$ cat src/rtl/alu_pkg.sv
// Shared ALU definitions: op codes, RV64 word-op classification and the
// writeback queue entry format.
package alu_pkg;

  localparam int XLEN     = 64;
  localparam int RF_AW    = 5;
  localparam int OP_WIDTH = 6;

  // 6-bit ALU op codes; W variants occupy 0x16-0x1E and 0x27-0x2B.
  typedef enum logic [OP_WIDTH-1:0] {
    ALU_NOP   = 6'h00,
    ALU_ADD   = 6'h0C,
    ALU_SUB   = 6'h0D,
    ALU_SLL   = 6'h0E,
    ALU_SRL   = 6'h0F,
    ALU_SRA   = 6'h10,
    ALU_ADDIW = 6'h16,
    ALU_SLLIW = 6'h17,
    ALU_SRLIW = 6'h18,
    ALU_SRAIW = 6'h19,
    ALU_ADDW  = 6'h1A,
    ALU_SUBW  = 6'h1B,
    ALU_SLLW  = 6'h1C,
    ALU_SRLW  = 6'h1D,
    ALU_SRAW  = 6'h1E,
    ALU_MULW  = 6'h27,
    ALU_DIVW  = 6'h28,
    ALU_DIVUW = 6'h29,
    ALU_REMW  = 6'h2A,
    ALU_REMUW = 6'h2B
  } alu_op_e;

  // Writeback controller states.
  typedef enum logic [1:0] {
    ST_IDLE  = 2'd0,
    ST_DRAIN = 2'd1,
    ST_PRINT = 2'd2,
    ST_DONE  = 2'd3
  } wb_state_e;

  // One queued register-file write.
  typedef struct packed {
    logic [RF_AW-1:0] rd;
    logic [XLEN-1:0]  data;
  } wb_entry_t;

  // True for ops whose result is a 32-bit value that must be sign-extended.
  function automatic logic is_word_op(input logic [OP_WIDTH-1:0] op);
    return ((op >= 6'h16) && (op <= 6'h1E)) || ((op >= 6'h27) && (op <= 6'h2B));
  endfunction

endpackage

$ cat src/rtl/wb_result_fifo.sv
// Synchronous result queue between the ALU and the register-file write port.
// DEPTH must be a power of two so the pointers wrap naturally.
module wb_result_fifo
  import alu_pkg::*;
#(
  parameter int DEPTH = 4
) (
  input  logic      clk,
  input  logic      reset_n,
  input  logic      i_push,
  input  wb_entry_t i_push_data,
  input  logic      i_pop,
  output wb_entry_t o_head,
  output logic      o_full,
  output logic      o_empty
);

  localparam int PW = $clog2(DEPTH);
  localparam int CW = $clog2(DEPTH + 1);

  wb_entry_t       r_mem [DEPTH];
  logic [PW-1:0]   r_wr_ptr;
  logic [PW-1:0]   r_rd_ptr;
  logic [CW-1:0]   r_count;
  logic            w_do_push;
  logic            w_do_pop;

  assign o_full    = (r_count == CW'(DEPTH));
  assign o_empty   = (r_count == '0);
  assign w_do_push = i_push && !o_full;
  assign w_do_pop  = i_pop && !o_empty;
  assign o_head    = r_mem[r_rd_ptr];

  // Storage array; contents are only meaningful while counted as occupied.
  always_ff @(posedge clk) begin
    if (w_do_push) begin
      r_mem[r_wr_ptr] <= i_push_data;
    end
  end

  // Pointer and occupancy tracking; a simultaneous push and pop keeps the count.
  always_ff @(posedge clk or negedge reset_n) begin
    if (!reset_n) begin
      r_wr_ptr <= '0;
      r_rd_ptr <= '0;
      r_count  <= '0;
    end else begin
      if (w_do_push) begin
        r_wr_ptr <= r_wr_ptr + PW'(1);
      end
      if (w_do_pop) begin
        r_rd_ptr <= r_rd_ptr + PW'(1);
      end
      if (w_do_push && !w_do_pop) begin
        r_count <= r_count + CW'(1);
      end else if (w_do_pop && !w_do_push) begin
        r_count <= r_count - CW'(1);
      end
    end
  end

endmodule

$ cat src/rtl/alu_writeback_stage.sv
// ALU writeback stage: sign-extends W-op results, queues them, drives the
// shared register-file write port and sequences the end-of-cycle drain/print.
module alu_writeback_stage
  import alu_pkg::*;
#(
  parameter int BUS_DATA_WIDTH = XLEN,
  parameter int FIFO_DEPTH     = 4,
  parameter int RF_ADDR_WIDTH  = RF_AW
) (
  input  logic                      clk,
  input  logic                      reset_n,
  input  logic                      in_valid,
  output logic                      in_ready,
  input  logic [BUS_DATA_WIDTH-1:0] in_data,
  input  logic [5:0]                in_alu_control,
  input  logic [RF_ADDR_WIDTH-1:0]  in_rd,
  output logic                      rf_wr_en,
  output logic [RF_ADDR_WIDTH-1:0]  rf_wr_addr,
  output logic [BUS_DATA_WIDTH-1:0] rf_wr_data,
  input  logic                      rf_wr_grant,
  input  logic                      end_of_cycle,
  output logic                      send_call_for_print,
  output logic [31:0]               retire_count
);

  wb_state_e                 r_state;
  wb_state_e                 w_next_state;
  logic [31:0]               r_retire_count;
  logic                      w_accept;
  logic                      w_rd_zero;
  logic                      w_push;
  logic                      w_pop;
  logic                      w_full;
  logic                      w_empty;
  logic [BUS_DATA_WIDTH-1:0] w_fmt_data;
  wb_entry_t                 w_push_entry;
  wb_entry_t                 w_head;

  // Ready is masked by reset so the port reads not-ready while reset is held.
  assign in_ready  = reset_n && (r_state == ST_IDLE) && !w_full;
  assign w_accept  = in_valid && in_ready;
  assign w_rd_zero = (in_rd == '0);
  assign w_push    = w_accept && !w_rd_zero;
  assign w_pop     = !w_empty && rf_wr_grant;

  // Word ops produce 32-bit results that are sign-extended to the full width.
  always_comb begin
    w_fmt_data = in_data;
    if (is_word_op(in_alu_control)) begin
      w_fmt_data = {{(BUS_DATA_WIDTH-32){in_data[31]}}, in_data[31:0]};
    end
    w_push_entry      = '0;
    w_push_entry.rd   = in_rd;
    w_push_entry.data = w_fmt_data;
  end

  wb_result_fifo #(
    .DEPTH(FIFO_DEPTH)
  ) u_fifo (
    .clk        (clk),
    .reset_n    (reset_n),
    .i_push     (w_push),
    .i_push_data(w_push_entry),
    .i_pop      (w_pop),
    .o_head     (w_head),
    .o_full     (w_full),
    .o_empty    (w_empty)
  );

  // Write port mirrors the queue head; zeroed when idle so stale storage never leaks out.
  assign rf_wr_en   = !w_empty;
  assign rf_wr_addr = w_empty ? '0 : w_head.rd;
  assign rf_wr_data = w_empty ? '0 : w_head.data;

  // Retire counter: rd==0 drops count on accept, real writes count on pop; wraps freely.
  always_ff @(posedge clk or negedge reset_n) begin
    if (!reset_n) begin
      r_retire_count <= '0;
    end else begin
      r_retire_count <= r_retire_count
                      + {31'b0, (w_accept && w_rd_zero)}
                      + {31'b0, w_pop};
    end
  end

  assign retire_count = r_retire_count;

  // Controller state register.
  always_ff @(posedge clk or negedge reset_n) begin
    if (!reset_n) begin
      r_state <= ST_IDLE;
    end else begin
      r_state <= w_next_state;
    end
  end

  // Drain sequencing: wait for an empty queue, pulse print once, hold until end_of_cycle drops.
  always_comb begin
    w_next_state        = r_state;
    send_call_for_print = 1'b0;
    case (r_state)
      ST_IDLE: begin
        if (end_of_cycle) begin
          w_next_state = ST_DRAIN;
        end
      end
      ST_DRAIN: begin
        if (w_empty) begin
          w_next_state = ST_PRINT;
        end
      end
      ST_PRINT: begin
        send_call_for_print = 1'b1;
        w_next_state        = ST_DONE;
      end
      ST_DONE: begin
        if (!end_of_cycle) begin
          w_next_state = ST_IDLE;
        end
      end
      default: begin
        w_next_state = ST_IDLE;
      end
    endcase
  end

endmodule

$ cat config.mk
export PLATFORM = sky130hd
export DESIGN_NAME = alu_writeback_stage
export DESIGN_NICKNAME = d
export VERILOG_FILES = /design/src/rtl/alu_pkg.sv /design/src/rtl/wb_result_fifo.sv /design/src/rtl/alu_writeback_stage.sv
export SDC_FILE = /design/constraint.sdc
export NUM_CORES = 1
export LEC_CHECK = 0
export CAP_MARGIN = 10
export CORE_MARGIN = 1
export CORE_UTILIZATION = 46
export CTS_CLUSTER_SIZE = 28
export DETAILED_ROUTE_END_ITERATION = 10
export PLACE_DENSITY = 0.69
export SYNTH_ARGS = -nofsm -noshare
export SYNTH_HDL_FRONTEND = slang
export SYNTH_HIERARCHICAL = 1
export SYNTH_SLANG_ARGS = --single-unit
$ cat constraint.sdc
create_clock -name clk -period 4.12 [get_ports clk]
set_input_delay 0.412 -clock clk [delete_from_list [all_inputs] [get_ports clk]]
set_output_delay 0.412 -clock clk [all_outputs]
set_load 0.05 [all_outputs]
==> results of run 1 <==
==> synth_stat cells, drive strengths merged (2+ instances only) <==
master and number:
and3 3, mux2 3, inv 41, fa 2
mux4 69, o31ai 32, dfrtp 41, clkbuf 15
nor4 4, nand3 17, nor3 5, and4 3
buf 19, nor2 8, nor2b 72, a21oi 3
nand2 10, nand2b 2, ha 11, edfxtp 276
and2 4, xor2 8, nand4 9, xnor2 28
==> layer usage <==
layer  global-route usage, %  wire length (um)  up-vias
met1                    24.4             11100     3506
met4                    5.05               418        0
met3                    3.72              1340       38
met2                    30.4             12600      176
met5                       0                 0        -
li1                        -                 -     3085
==> layout by cell type (no fill, tap or decap), types with 2 or more instances in the layout <==
cell type,netlist,final
edfxtp_1,276,276
clkdlybuf4s50_1,0,182
nor2b_1,72,72
mux4_2,68,68
inv_1,40,39
dfrtp_1,41,39
clkbuf_16,0,37
o31ai_1,32,32
xnor2_1,28,28
nand3_1,16,16
ha_1,11,11
nand2_1,10,10
clkbuf_1,15,10
nand4_1,8,8
nor2_1,8,8
xor2_1,8,8
buf_12,7,8
buf_4,0,6
bufinv_16,0,5
clkinv_1,0,5
clkinv_2,0,4
and2_4,0,4
nor3_1,3,3
and3_1,3,3
and4_1,2,2
nor4_4,2,2
nor3_2,2,2
a21oi_1,3,2
nand2b_1,2,2
inv_2,1,2
fa_1,2,2
dfrtp_4,0,2
==> stage by stage <==
stage	power, mW	setup slack [ns]	cells	hold WS, ns	utilization [%]
6_report	11.9	0.633	1297	0.484	59.2
5_1_grt	12.4	0.458	1296	0.503	59.2
4_1_cts	12.1	0.528	1296	0.485	59.2
3_5_place_dp	8.94	0.812	1234	0.468	55.0
3_3_place_gp	8.91	0.868	1234	0.469	55.0
2_1_floorplan	7.48	0.434	693	0.116	-
==> registers in the layout, indices dropped and copies added, names as in the netlist <==
name,count
u_fifo/r_wr_ptr,2
r_state,2
u_fifo/r_count,3
u_fifo/r_mem,276
retire_count,32
u_fifo/r_rd_ptr,2
==> area by class of cell <==
cell class / count / area [um2]
flip-flops and latches: 317 / 9320
well taps: 378 / 473
multi-input cells: 301 / 3300
clock inverters: 14 / 189
diodes: 1 / 2.50
fillers: 2135 / 11300
inverters: 41 / 154
clock buffers: 47 / 963
repair buffers: 198 / 2040
==> path summary, 6_finish.rpt <==
kind	cells past startpoint	slack (ns)	start	to
worst min register to register	1	0.48	retire_count[31]$_DFF_PN0_	retire_count[31]$_DFF_PN0_
min in group asynchronous	3	0.56	reset_n	retire_count[6]$_DFF_PN0_
worst max-delay path	4	0.63	u_fifo/r_rd_ptr[0]$_DFFE_PN0P_	rf_wr_data[22]
max in group asynchronous	3	3.16	reset_n	u_fifo/r_rd_ptr[1]$_DFFE_PN0P_
worst max register to register	9	1.17	u_fifo/r_count[0]$_DFFE_PN0P_	retire_count[28]$_DFF_PN0_
worst min-delay path	1	0.48	retire_count[31]$_DFF_PN0_	retire_count[31]$_DFF_PN0_
==> logic make-up (layout without fill, tap and decap cells) <==
group	after synthesis	count (layout)	synth area share, %
XOR/XNOR	36	36	2.43
AND/OR/NAND/NOR	143	143	6.96
other	0	1	0
flip-flops	317	317	71.7
buffers and inverters	75	300	3.21
multiplexers	72	72	12.3
adder cells (fa/ha/maj)	13	13	1.37
AO/OA/AOI/OAI	37	37	2.08
==> what timing repair did <==
item,in CTS,in global routing
gates resized for setup,0,0
hold buffers,1,0
hold endpoints to repair,40,0
==> report_power, final <==
group | internal, mW | total [mW] | leakage [nW] | switching, mW
clock network | 1.95 | 3.11 | 0.562 | 1.16
logic | 1.90 | 4.88 | 2.12 | 2.98
registers | 3.73 | 3.93 | 3.02 | 0.199
total | 7.58 | 11.9 | 5.70 | 4.34
==> impl_metrics.tcl, run 1 <==
set metrics [dict create \
    gp_congestion 0.758 \
    rows 61 \
    cts_buffers 34 \
    synthCells 693 \
    grt_pass1_wl_um 40000 \
    max_freq_ghz 0.287 \
    clk_pin_slew_ns 0.06 \
    place_area_um2 15300 \
    cts_tree "yes" \
    fp.dieW_um 170 \
    synthesis.area_um2 13000 \
    final_cell_area_um2 16400 \
    grt_remaining_overflow 0 \
    track_usage_pct 18.2 \
    fin_crit_sh_pct 84.6 \
    cap_violations 0 \
    worst-slew-pin-transition_ns 0.875 \
    power_density_nw_per_um2 724 \
    routed_wirelength_um 25500 \
    clockRootBuffer "clkbuf_16" \
    synth_top_area_share_pct 63.8 \
    drive_gt1_share_pct 16.4 \
    synth_ff_type "edfxtp_1" \
    synth_area_leader_cell "edfxtp_1" \
    num-nets-final 986 \
    slew_headroom_pct 41.6 \
    clock_skew_ns 0.0154 \
    slowest_delay_ns 0.83 \
    die_area_um2 28900 \
    drc 0 \
    grt_max_degree 71 \
    portBuffers 183 \
    critical_path.cell_chain "buf_12, mux4_2, nor2b_1, clkdlybuf4s50_1" \
    power_leakage_nw 5.70 \
    max-vdd-ir-drop_uv 415 \
    syn_area_per_cell_um2 18.7 \
    synth_edf_count 276 \
    outcome "finished clean" \
    cts.sinks 317 \
    drtAntennaViolNets 0 \
    synth-seq-cells 317 \
    vias 6805 \
    first_pass_iters 4 \
    slew_violations 0 \
    postCtsSetupRepairBufs 0 \
    worstSetupEndpointType "primary output" \
    core-area_um2 27800 \
    min_path_type "flop to flop" \
    hold_viol_final 0 \
    io_pins 184 \
    synth_area_leaders "edfxtp_1 64%, mux4_2 12%, dfrtp_1 7.9%" \
    rsz0062_at_grt "no" \
    cts_max_level 2 \
    cts_max_path_buffers 3 \
    path_class "flop to primary output" \
    syn_nets 786 \
    crit_buf_inv 2 \
    die_y_um 170 \
    dp.final_hpwl_um 15000 \
    start_kind "flop" \
    cp_top_family "buffers and inverters" \
    ys_seq_area_share_pct 71.7 \
    critPathRequiredTime_ns 3.71 \
    antenna_found_initial 0 \
    clk_latency_ns 0.50 \
    ys_types 44 \
    setup_tns_ns 0 \
    wl_per_cell_um 19.7 \
    via_per_inst 5.25 \
    grt_pass1_vias 7179 \
    period_needed_ns 3.49 \
    synth-async-reset-ratio_pct 12.9 \
    area_growth_syn_to_layout_pct 26.6 \
    cp_slowest_cell "dfrtp_4" \
    initial_core_util_pct 46.8 \
    final-setup-viol-count 0 \
    arrival_ns 3.08 \
    yosys_warnings 6 \
    cp_max_fo 29 \
    drt_iter0_drc 408 \
]
Note: power is estimated with default switching activity, not from simulation.
==> run 2, diff against run 1 <==
- clock period: 4.12 -> 3.3 ns (I/O delays scaled with it)
==> impl_metrics.tcl, run 2 (synthesis gave the netlist of run 1 again) <==
set metrics [dict create \
    hold_depth 1 \
    antenna_found_initial 0 \
    reg2reg_depth 11 \
    die_y_um 170 \
    grt_pass1_wl_um 39900 \
    layout_commonest_cell "edfxtp_1" \
    portBuffers 183 \
    min_to "u_fifo/r_mem[0][1]$_DFFE_PP_" \
    vias 6751 \
    min_path_type "primary input to flop" \
    clk_latency_ns 0.50 \
    final-setup-viol-count 0 \
    drc 0 \
    routed_wirelength_um 25500 \
    area_growth_syn_to_layout_pct 26.8 \
    rrSetupSlack_ns 0.60 \
    power_leakage_nw 5.74 \
    period_needed_ns 3.18 \
    layout_common_cells "276 x edfxtp_1, 179 x clkdlybuf4s50_1, 72 x nor2b_1, 68 x mux4_2" \
    power_mw 14.8 \
    dp.final_hpwl_um 15300 \
    max_freq_ghz 0.315 \
    cts_max_path_buffers 3 \
    gp_congestion 0.764 \
    max-vdd-ir-drop_uv 476 \
    slew_headroom_pct 52.3 \
    core-area_um2 27800 \
    cts.sinks 317 \
    grt_max_degree 58 \
    setup_tns_ns 0 \
    drive_gt1_share_pct 17.5 \
    slew_violations 0 \
    multi_input_area_um2 3300 \
    critPathRequiredTime_ns 2.97 \
    seqCellArea_um2 9320 \
    clock_skew_ns 0.0178 \
    largest_register_ffs 276 \
    cap_violations 0 \
    fp.dieW_um 170 \
    cts_tree "yes" \
    fillers 2127 \
    grt_remaining_overflow 0 \
    io_pins 184 \
    rows 61 \
    arrival_ns 2.85 \
    clockRootBuffer "clkbuf_16" \
    initial_core_util_pct 46.8 \
    die_area_um2 28900 \
    place_inst 1242 \
    via_per_inst 5.17 \
    track_usage_pct 18.2 \
    first_pass_iters 4 \
    fin_crit_sh_pct 96.2 \
    grt_pass1_vias 7266 \
    worst-slew-pin-transition_ns 0.715 \
    r2r_end "retire_count[28]$_DFF_PN0_" \
    power_density_nw_per_um2 899 \
    drt_iter0_drc 507 \
    num-nets-final 994 \
    drtAntennaViolNets 0 \
    outcome "finished clean" \
    path_class "flop to primary output" \
    cts_buffers 34 \
    start_kind "flop" \
    cp_max_fo 15 \
    worstSetupEndpointType "primary output" \
    rsz0062_at_grt "no" \
    hold_viol_final 0 \
    top_register "u_fifo/r_mem" \
    cts_max_level 2 \
    r2r-start "r_state[1]$_DFFE_PN0P_" \
    hold_ws_ns 0.472 \
    utilization_pct 59.3 \
    hold_start "in_data[1]" \
    fin_cells 1305 \
    clk_pin_slew_ns 0.06 \
    wl_per_cell_um 19.5 \
]
## run 2: cell count changes in the layout (fill, tap and decap cells not counted)
cell             before  now
buf_4                 6   16
clkbuf_1             10    6
clkdlybuf4s50_1     182  179
clkinv_1              5    8
bufinv_16             5    3
clkinv_4              0    1
clkinv_8              0    1
clkinvlp_4            0    1
dlymetal6s2s_1        0    1
## run 2: how the worst max path moves through the flow
stage	startpoint	end	slack, ns	depth (start not counted)
floorplan	r_state[0]$_DFFE_PN0P_	u_fifo/r_mem[0][0]$_DFFE_PP_	0.37	8
global placement	in_rd[0]	retire_count[28]$_DFF_PN0_	0.15	9
detailed placement	in_rd[0]	retire_count[28]$_DFF_PN0_	0.13	9
CTS	u_fifo/r_rd_ptr[0]$_DFFE_PN0P_	rf_wr_data[34]	0.04	4
global route	u_fifo/r_rd_ptr[0]$_DFFE_PN0P_	rf_wr_addr[2]	0.01	4
finish	u_fifo/r_rd_ptr[0]$_DFFE_PN0P_	rf_wr_addr[2]	0.12	4
## run 2: area by class of cell
class                           instances  share of cell area (%)
Antenna cell                            1                  0.0152
Clock buffer                           43                    5.76
Clock inverter                         18                    1.05
Inverter                               41                   0.934
Multi-Input combinational cell        301                    20.1
Sequential cell                       317                    56.6
Tap cell                              378                    2.87
Timing Repair Buffer                  206                    12.7
## run 2: routing by layer
layer / track usage [%] / wire (um) / vias to the layer above
li1: - / - / 3102
met1: 23.7 / 11100 / 3451
met2: 31.3 / 12700 / 169
met3: 4.00 / 1300 / 29
met4: 4.07 / 334 / 0
met5: 0 / 0 / -
## run 2: through the flow
stage / setup WS [ns] / cell area, um2
after floorplan: 0.369 / 13000
after global placement: 0.155 / 15300
after detailed placement: 0.125 / 15300
after CTS: 0.0385 / 16500
after global routing: 0.0130 / 16500
final: 0.125 / 16500
## run 2: power by group
| group | total (mW) | leakage (nW) | internal (mW) | switching (mW) |
|---|---|---|---|---|
| logic | 6.13 | 2.17 | 2.41 | 3.72 |
| registers | 4.92 | 3.02 | 4.66 | 0.263 |
| clock network | 3.75 | 0.545 | 2.28 | 1.48 |
| total | 14.8 | 5.74 | 9.34 | 5.47 |
## run 2: critical path: stages, from the launching register on
cell,delay [ns]
dfrtp_4,0.64
buf_4,0.26
mux4_2,0.54
nor2b_1,0.15
clkdlybuf4s50_1,0.74
## run 2: what timing repair did
action | CTS | global route
hold endpoints to repair | 41 | 0
resized for setup | 0 | 1
buffers inserted | 0 | 0
endpoints found under the setup margin | 0 | 1
hold buffers | 1 | 0
==> patch 1 (flow settings as in run 1) <==
The package constant `XLEN` goes from 64 to 68.
--- a/src/rtl/alu_pkg.sv
+++ b/src/rtl/alu_pkg.sv
@@ -2,7 +2,7 @@
 // writeback queue entry format.
 package alu_pkg;
 
-  localparam int XLEN     = 64;
+  localparam int XLEN     = 68;
   localparam int RF_AW    = 5;
   localparam int OP_WIDTH = 6;
 
Ports: changed (resized in_data and rf_wr_data); port bits go from 184 to 192. The function was not compared with the original's and may differ.
==> patch 1 against run 1 <==
Total power increased by 1.4%; worst hold slack got worse by 0.47 ns; global-route usage decreased by 0.060 points; cell count increased by 3.9%; core utilization increased by 0.073 points; sequential cell count increased by 16; routed wire length increased by 5.9%; setup slack got worse by 0.011 ns; first-iteration DRC count increased by 13%; design area increased by 4.0%; fmax decreased by 0.32%; synthesized area increased by 4.6%; count of clock-buffer cells in the layout increased by 3; sequential power increased by 5.3%; critical path type unchanged.
==> patch 1: results (changes against run 1) <==
==================================================================================
Largest cells by area after synthesis ............................... sky130_fd_sc_hd__edfxtp_1 64%, sky130_fd_sc_hd__mux4_2 12%, sky130_fd_sc_hd__dfrtp_1 7.5%   was sky130_fd_sc_hd__edfxtp_1 64%, sky130_fd_sc_hd__mux4_2 12%, sky130_fd_sc_hd__dfrtp_1 7.9%
Worst endpoint data arrival time ....................................      3.09 ns   was 3.08 ns
Leak Pwr ............................................................  0.005927 uW   was 0.005702 uW
HPWL reported at the end of detailed placement ......................     16340 um   was 15040 um
Layout filler cell count ............................................         2182   was 2135
Share of final-layout standard cells stronger than drive strength 1 .       0.1611   was 0.1645
Commonest cells in the synthesized netlist .......................... 292 x sky130_fd_sc_hd__edfxtp_1, 76 x sky130_fd_sc_hd__nor2b_1, 73 x sky130_fd_sc_hd__mux4_2   was 276 x sky130_fd_sc_hd__edfxtp_1, 72 x sky130_fd_sc_hd__nor2b_1, 68 x sky130_fd_sc_hd__mux4_2
Wire length of the first global-routing pass ........................     41910 um   was 40030 um
Flip-flop count of the largest register after layout ................          292   was 276
Register-to-register setup slack ....................................      1.10 ns   was 1.17 ns
Area after DPL ......................................................  16060 sq um   was 15280 sq um
Violation count after the first detailed-routing iteration ..........          459   was 408
Max IR drop VDD .....................................................  0.0004632 V   was 0.0004148 V
Pin count of the biggest net entering global routing ................           57   was 71
Post-synth net total ................................................          828   was 786
Synth cell types ....................................................           40   was 44
Sequential-to-total area share from yosys stat ......................       0.7204   was 0.7168
Number of port buffers ..............................................          191   was 183
Average wire length per cell after detail routing ...................     20.06 um   was 19.67 um
Number of global-route vias before repair ...........................         7530   was 7179
Result of the run ................................................... finished, final reports clean   unchanged
Largest fanout on the critical path .................................           21   was 29
Antenna violations before repair ....................................            2   was 0
Async set or reset register ratio after synthesis ...................       0.1231   was 0.1293
Number of enable-type register cells in the synthesized netlist .....          292   was 276
Total track usage ...................................................       0.1817   was 0.1823
Post-route clock skew ...............................................   0.01020 ns   was 0.01545 ns
Root buffer cell .................................................... sky130_fd_sc_hd__clkbuf_16   unchanged
Gpl congestion ......................................................       0.7466   was 0.7577
Min-Delay Path Class ................................................ input pin to async pin   was register to register
Setup violators final ...............................................            0   unchanged
Worst Tran Pin Value ................................................    0.8006 ns   was 0.8750 ns
Vias per cell .......................................................        5.325   was 5.247
==================================================================================
[patch 1: changes by cell type in the layout (fill, tap and decap cells not counted), sizes merged, moves of 3 or more]
cell and delta:
nand3 -6, nand4 +6, clkdlybuf4s50 +8, o31ai +4, buf +5, mux4 +4
edfxtp +16, inv +3, nor2b +4, bufinv -4, clkbuf +3
[patch 1: power by group through the flow]
stage	clock (uW)	combinational [uW]	sequential, uW
2_1_floorplan	0	3550	4180
3_3_place_gp	0	5100	4210
3_5_place_dp	0	5110	4220
4_1_cts	2950	5130	4150
5_1_grt	3090	5320	4180
6_report	2880	5060	4140
[patch 1: worst max-delay path, cell delays in order, from the launching register on]
cell	delay [ns]
sky130_fd_sc_hd__dfrtp_4	0.66
sky130_fd_sc_hd__buf_4	0.46
sky130_fd_sc_hd__mux4_2	0.55
sky130_fd_sc_hd__nor2b_1	0.16
sky130_fd_sc_hd__clkdlybuf4s50_1	0.73
[patch 1: routing by layer]
metal  vias up  track usage  part of all wire
li1       3251            -                 -
met1      3659       0.2435              0.43
met2       209       0.2990              0.49
met3        52      0.03653             0.050
met4         2      0.06067             0.026
met5         -            0           0.00048
[patch 1: cell families after synthesis]
kind of cell,share of synthesized area
DFF,0.7204
and+or+nand+nor,0.06985
xor gates and xnor gates,0.02319
muxes,0.1234
AOI/OAI and AO/OA,0.02264
buffers and inverters,0.02742
adders and majority gates,0.01307
[patch 1: area by class of cell]
| class | count | area (sq um) | share of cell area |
|---|---|---|---|
| Sequential cell | 333 | 9802 | 0.5730 |
| Clock inverter | 8 | 61.31 | 0.003584 |
| Multi-Input combinational cell | 317 | 3461 | 0.2023 |
| Antenna cell | 1 | 2.502 | 0.0001463 |
| Clock buffer | 50 | 984.7 | 0.05756 |
| Tap cell | 384 | 480.5 | 0.02809 |
| Timing Repair Buffer | 210 | 2150 | 0.1257 |
| Inverter | 44 | 165.2 | 0.009655 |
[patch 1: final timing paths]
path | start | end | cells past startpoint
worst max-delay path | u_fifo/r_rd_ptr[0] | rf_wr_data[32] | 4
worst min-delay path | reset_n | r_state[0] | 2
worst max register to register | r_state[0] | retire_count[24] | 11
worst min register to register | retire_count[31] | retire_count[31] | 1
max in group asynchronous | reset_n | u_fifo/r_rd_ptr[1] | 2
min in group clk | retire_count[31] | retire_count[31] | 1
[patch 1: per-stage QoR]
stage | hold WS [ns] | setup WS (ns) | cells
floorplan | 0.1164 | 0.3508 | 731
global placement | 0.4613 | 0.7054 | 1288
detailed placement | 0.4616 | 0.6747 | 1288
CTS | 0.01996 | 0.5326 | 1346
global route | 0.04410 | 0.4171 | 1347
finish | 0.01315 | 0.6216 | 1347
==> patch 2 (config.mk and constraints of run 1) <==
Without the edit above. Reset style: synchronous (`reset_n`), changed in 3 clocked blocks.
--- a/src/rtl/wb_result_fifo.sv
+++ b/src/rtl/wb_result_fifo.sv
@@ -39,7 +39,7 @@
   end
 
   // Pointer and occupancy tracking; a simultaneous push and pop keeps the count.
-  always_ff @(posedge clk or negedge reset_n) begin
+  always_ff @(posedge clk) begin
     if (!reset_n) begin
       r_wr_ptr <= '0;
       r_rd_ptr <= '0;
--- a/src/rtl/alu_writeback_stage.sv
+++ b/src/rtl/alu_writeback_stage.sv
@@ -73,7 +73,7 @@
   assign rf_wr_data = w_empty ? '0 : w_head.data;
 
   // Retire counter: rd==0 drops count on accept, real writes count on pop; wraps freely.
-  always_ff @(posedge clk or negedge reset_n) begin
+  always_ff @(posedge clk) begin
     if (!reset_n) begin
       r_retire_count <= '0;
     end else begin
@@ -86,7 +86,7 @@
   assign retire_count = r_retire_count;
 
   // Controller state register.
-  always_ff @(posedge clk or negedge reset_n) begin
+  always_ff @(posedge clk) begin
     if (!reset_n) begin
       r_state <= ST_IDLE;
     end else begin
Formal check against the unedited RTL: differs if reset_n is asserted again (counterexample within 4 cycles, from zero or initial values and one cycle with reset_n low); with reset_n held inactive, the same outputs for 4 cycles.
==> patch 2 against run 1 <==
Fmax is 4.6% higher; design area up 0.63%; setup slack better by 0.15 ns; cell count rose by 4.6%; synthesized area is 0.91% higher; routed wire length up 3.2%; sequential cell count increased by 2; total power decreased by 9.3%; critical path type unchanged; highest routed layer is now met5.
==> patch 2: results (changes against run 1) <==
==================================================================================
Setup slack after placement .........................................    0.6899 ns   was 0.8119 ns
Hold wc startpoint .................................................. u_fifo/r_wr_ptr[0]   was retire_count[31]
Number of global-route vias before repair ...........................         7415   was 7179
Worst hold slack after final layout .................................    0.4983 ns   was 0.4839 ns
Worst Tran Pin Value ................................................    0.7751 ns   was 0.8750 ns
Share of final-layout standard cells stronger than drive strength 1 .       0.1512   was 0.1645
Cells after DPL .....................................................         1297   was 1234
Highest metal layer used by the detailed router .....................         met5   was met4
Total track usage ...................................................       0.1845   was 0.1823
Commonest cells in the synthesized netlist .......................... 276 x sky130_fd_sc_hd__edfxtp_1, 73 x sky130_fd_sc_hd__nor2b_1, 69 x sky130_fd_sc_hd__mux4_2   was 276 x sky130_fd_sc_hd__edfxtp_1, 72 x sky130_fd_sc_hd__nor2b_1, 68 x sky130_fd_sc_hd__mux4_2
Share of the core filled with cells .................................       0.5925   was 0.5921
Synth cell types ....................................................           46   was 44
Post-route clock skew ...............................................   0.01004 ns   was 0.01545 ns
Terminating pin of the worst hold path .............................. u_fifo/r_wr_ptr[0]   was retire_count[31]
Area after DPL ......................................................  15410 sq um   was 15280 sq um
Path depth of the worst reg2reg path ................................           12   was 9
Area fraction in compound gates after synthesis .....................      0.04036   was 0.02080
Adder-cell area share of the yosys netlist ..........................      0.01355   was 0.01367
Result of the run ................................................... finished, final reports clean   unchanged
Wire length on met3 .................................................      1262 um   was 1339 um
Largest fanout on the critical path .................................           50   was 29
GRT met1 Usage ......................................................       0.2509   was 0.2443
Detailed route wirelength on metal2 .................................     12700 um   was 12610 um
Leak Pwr ............................................................  0.005349 uW   was 0.005702 uW
Total Routed Length .................................................     26330 um   was 25520 um
Worst endpoint data arrival time ....................................      2.92 ns   was 3.08 ns
Register-to-register setup slack ....................................      1.09 ns   was 1.17 ns
NumNets Final .......................................................         1048   was 986
Average cell area after synthesis ...................................  17.16 sq um   was 18.75 sq um
Wire length of the first global-routing pass ........................     40760 um   was 40030 um
Xor and xnor area share after synthesis .............................      0.01002   was 0.02427
Post-route met1 wirelength ..........................................     11750 um   was 11150 um
Detailed Routing Iterations Pass 1 ..................................            5   was 4
Number of inserted diodes ...........................................            0   was 1
Violation count after the first detailed-routing iteration ..........          431   was 408
Critical R2R Launch .................................................   r_state[0]   was u_fifo/r_count[0]
HPWL reported at the end of detailed placement ......................     15940 um   was 15040 um
Largest cells by area after synthesis ............................... sky130_fd_sc_hd__edfxtp_1 63%, sky130_fd_sc_hd__mux4_2 12%, sky130_fd_sc_hd__dfxtp_1 6.6%   was sky130_fd_sc_hd__edfxtp_1 64%, sky130_fd_sc_hd__mux4_2 12%, sky130_fd_sc_hd__dfrtp_1 7.9%
Max IR drop VDD .....................................................  0.0003809 V   was 0.0004148 V
CP Capture Point .................................................... rf_wr_data[38]   was rf_wr_data[22]
Post-synth net total ................................................          857   was 786
Non-Filler Instances ................................................         1357   was 1297
==================================================================================
[patch 2: cell families after synthesis]
logic type / Yosys count
multiplexers: 74
adder cells (fa/ha/maj): 13
AO/OA/AOI/OAI: 77
AND/OR/NAND/NOR: 178
buffers and inverters: 88
XOR/XNOR: 15
flip-flops: 319
[patch 2: worst max-delay path: stages, from the launching register on]
cell	delay, ns
sky130_fd_sc_hd__dfxtp_4	0.85
sky130_fd_sc_hd__buf_4	0.35
sky130_fd_sc_hd__mux4_2	0.34
sky130_fd_sc_hd__nor2b_1	0.15
sky130_fd_sc_hd__clkdlybuf4s50_1	0.72
[patch 2: area by class of cell]
type	count	share of cell area
Clock buffer	43	0.05473
Clock inverter	17	0.01414
Inverter	42	0.009525
Multi-Input combinational cell	357	0.2165
Sequential cell	319	0.5532
Tap cell	378	0.02857
Timing Repair Buffer	201	0.1234
[patch 2: power by group]
part,leakage [uW],switching (uW),internal [uW]
logic,0.00195,2470,1360
clock network,0.000553,1180,1930
registers,0.00285,107,3760
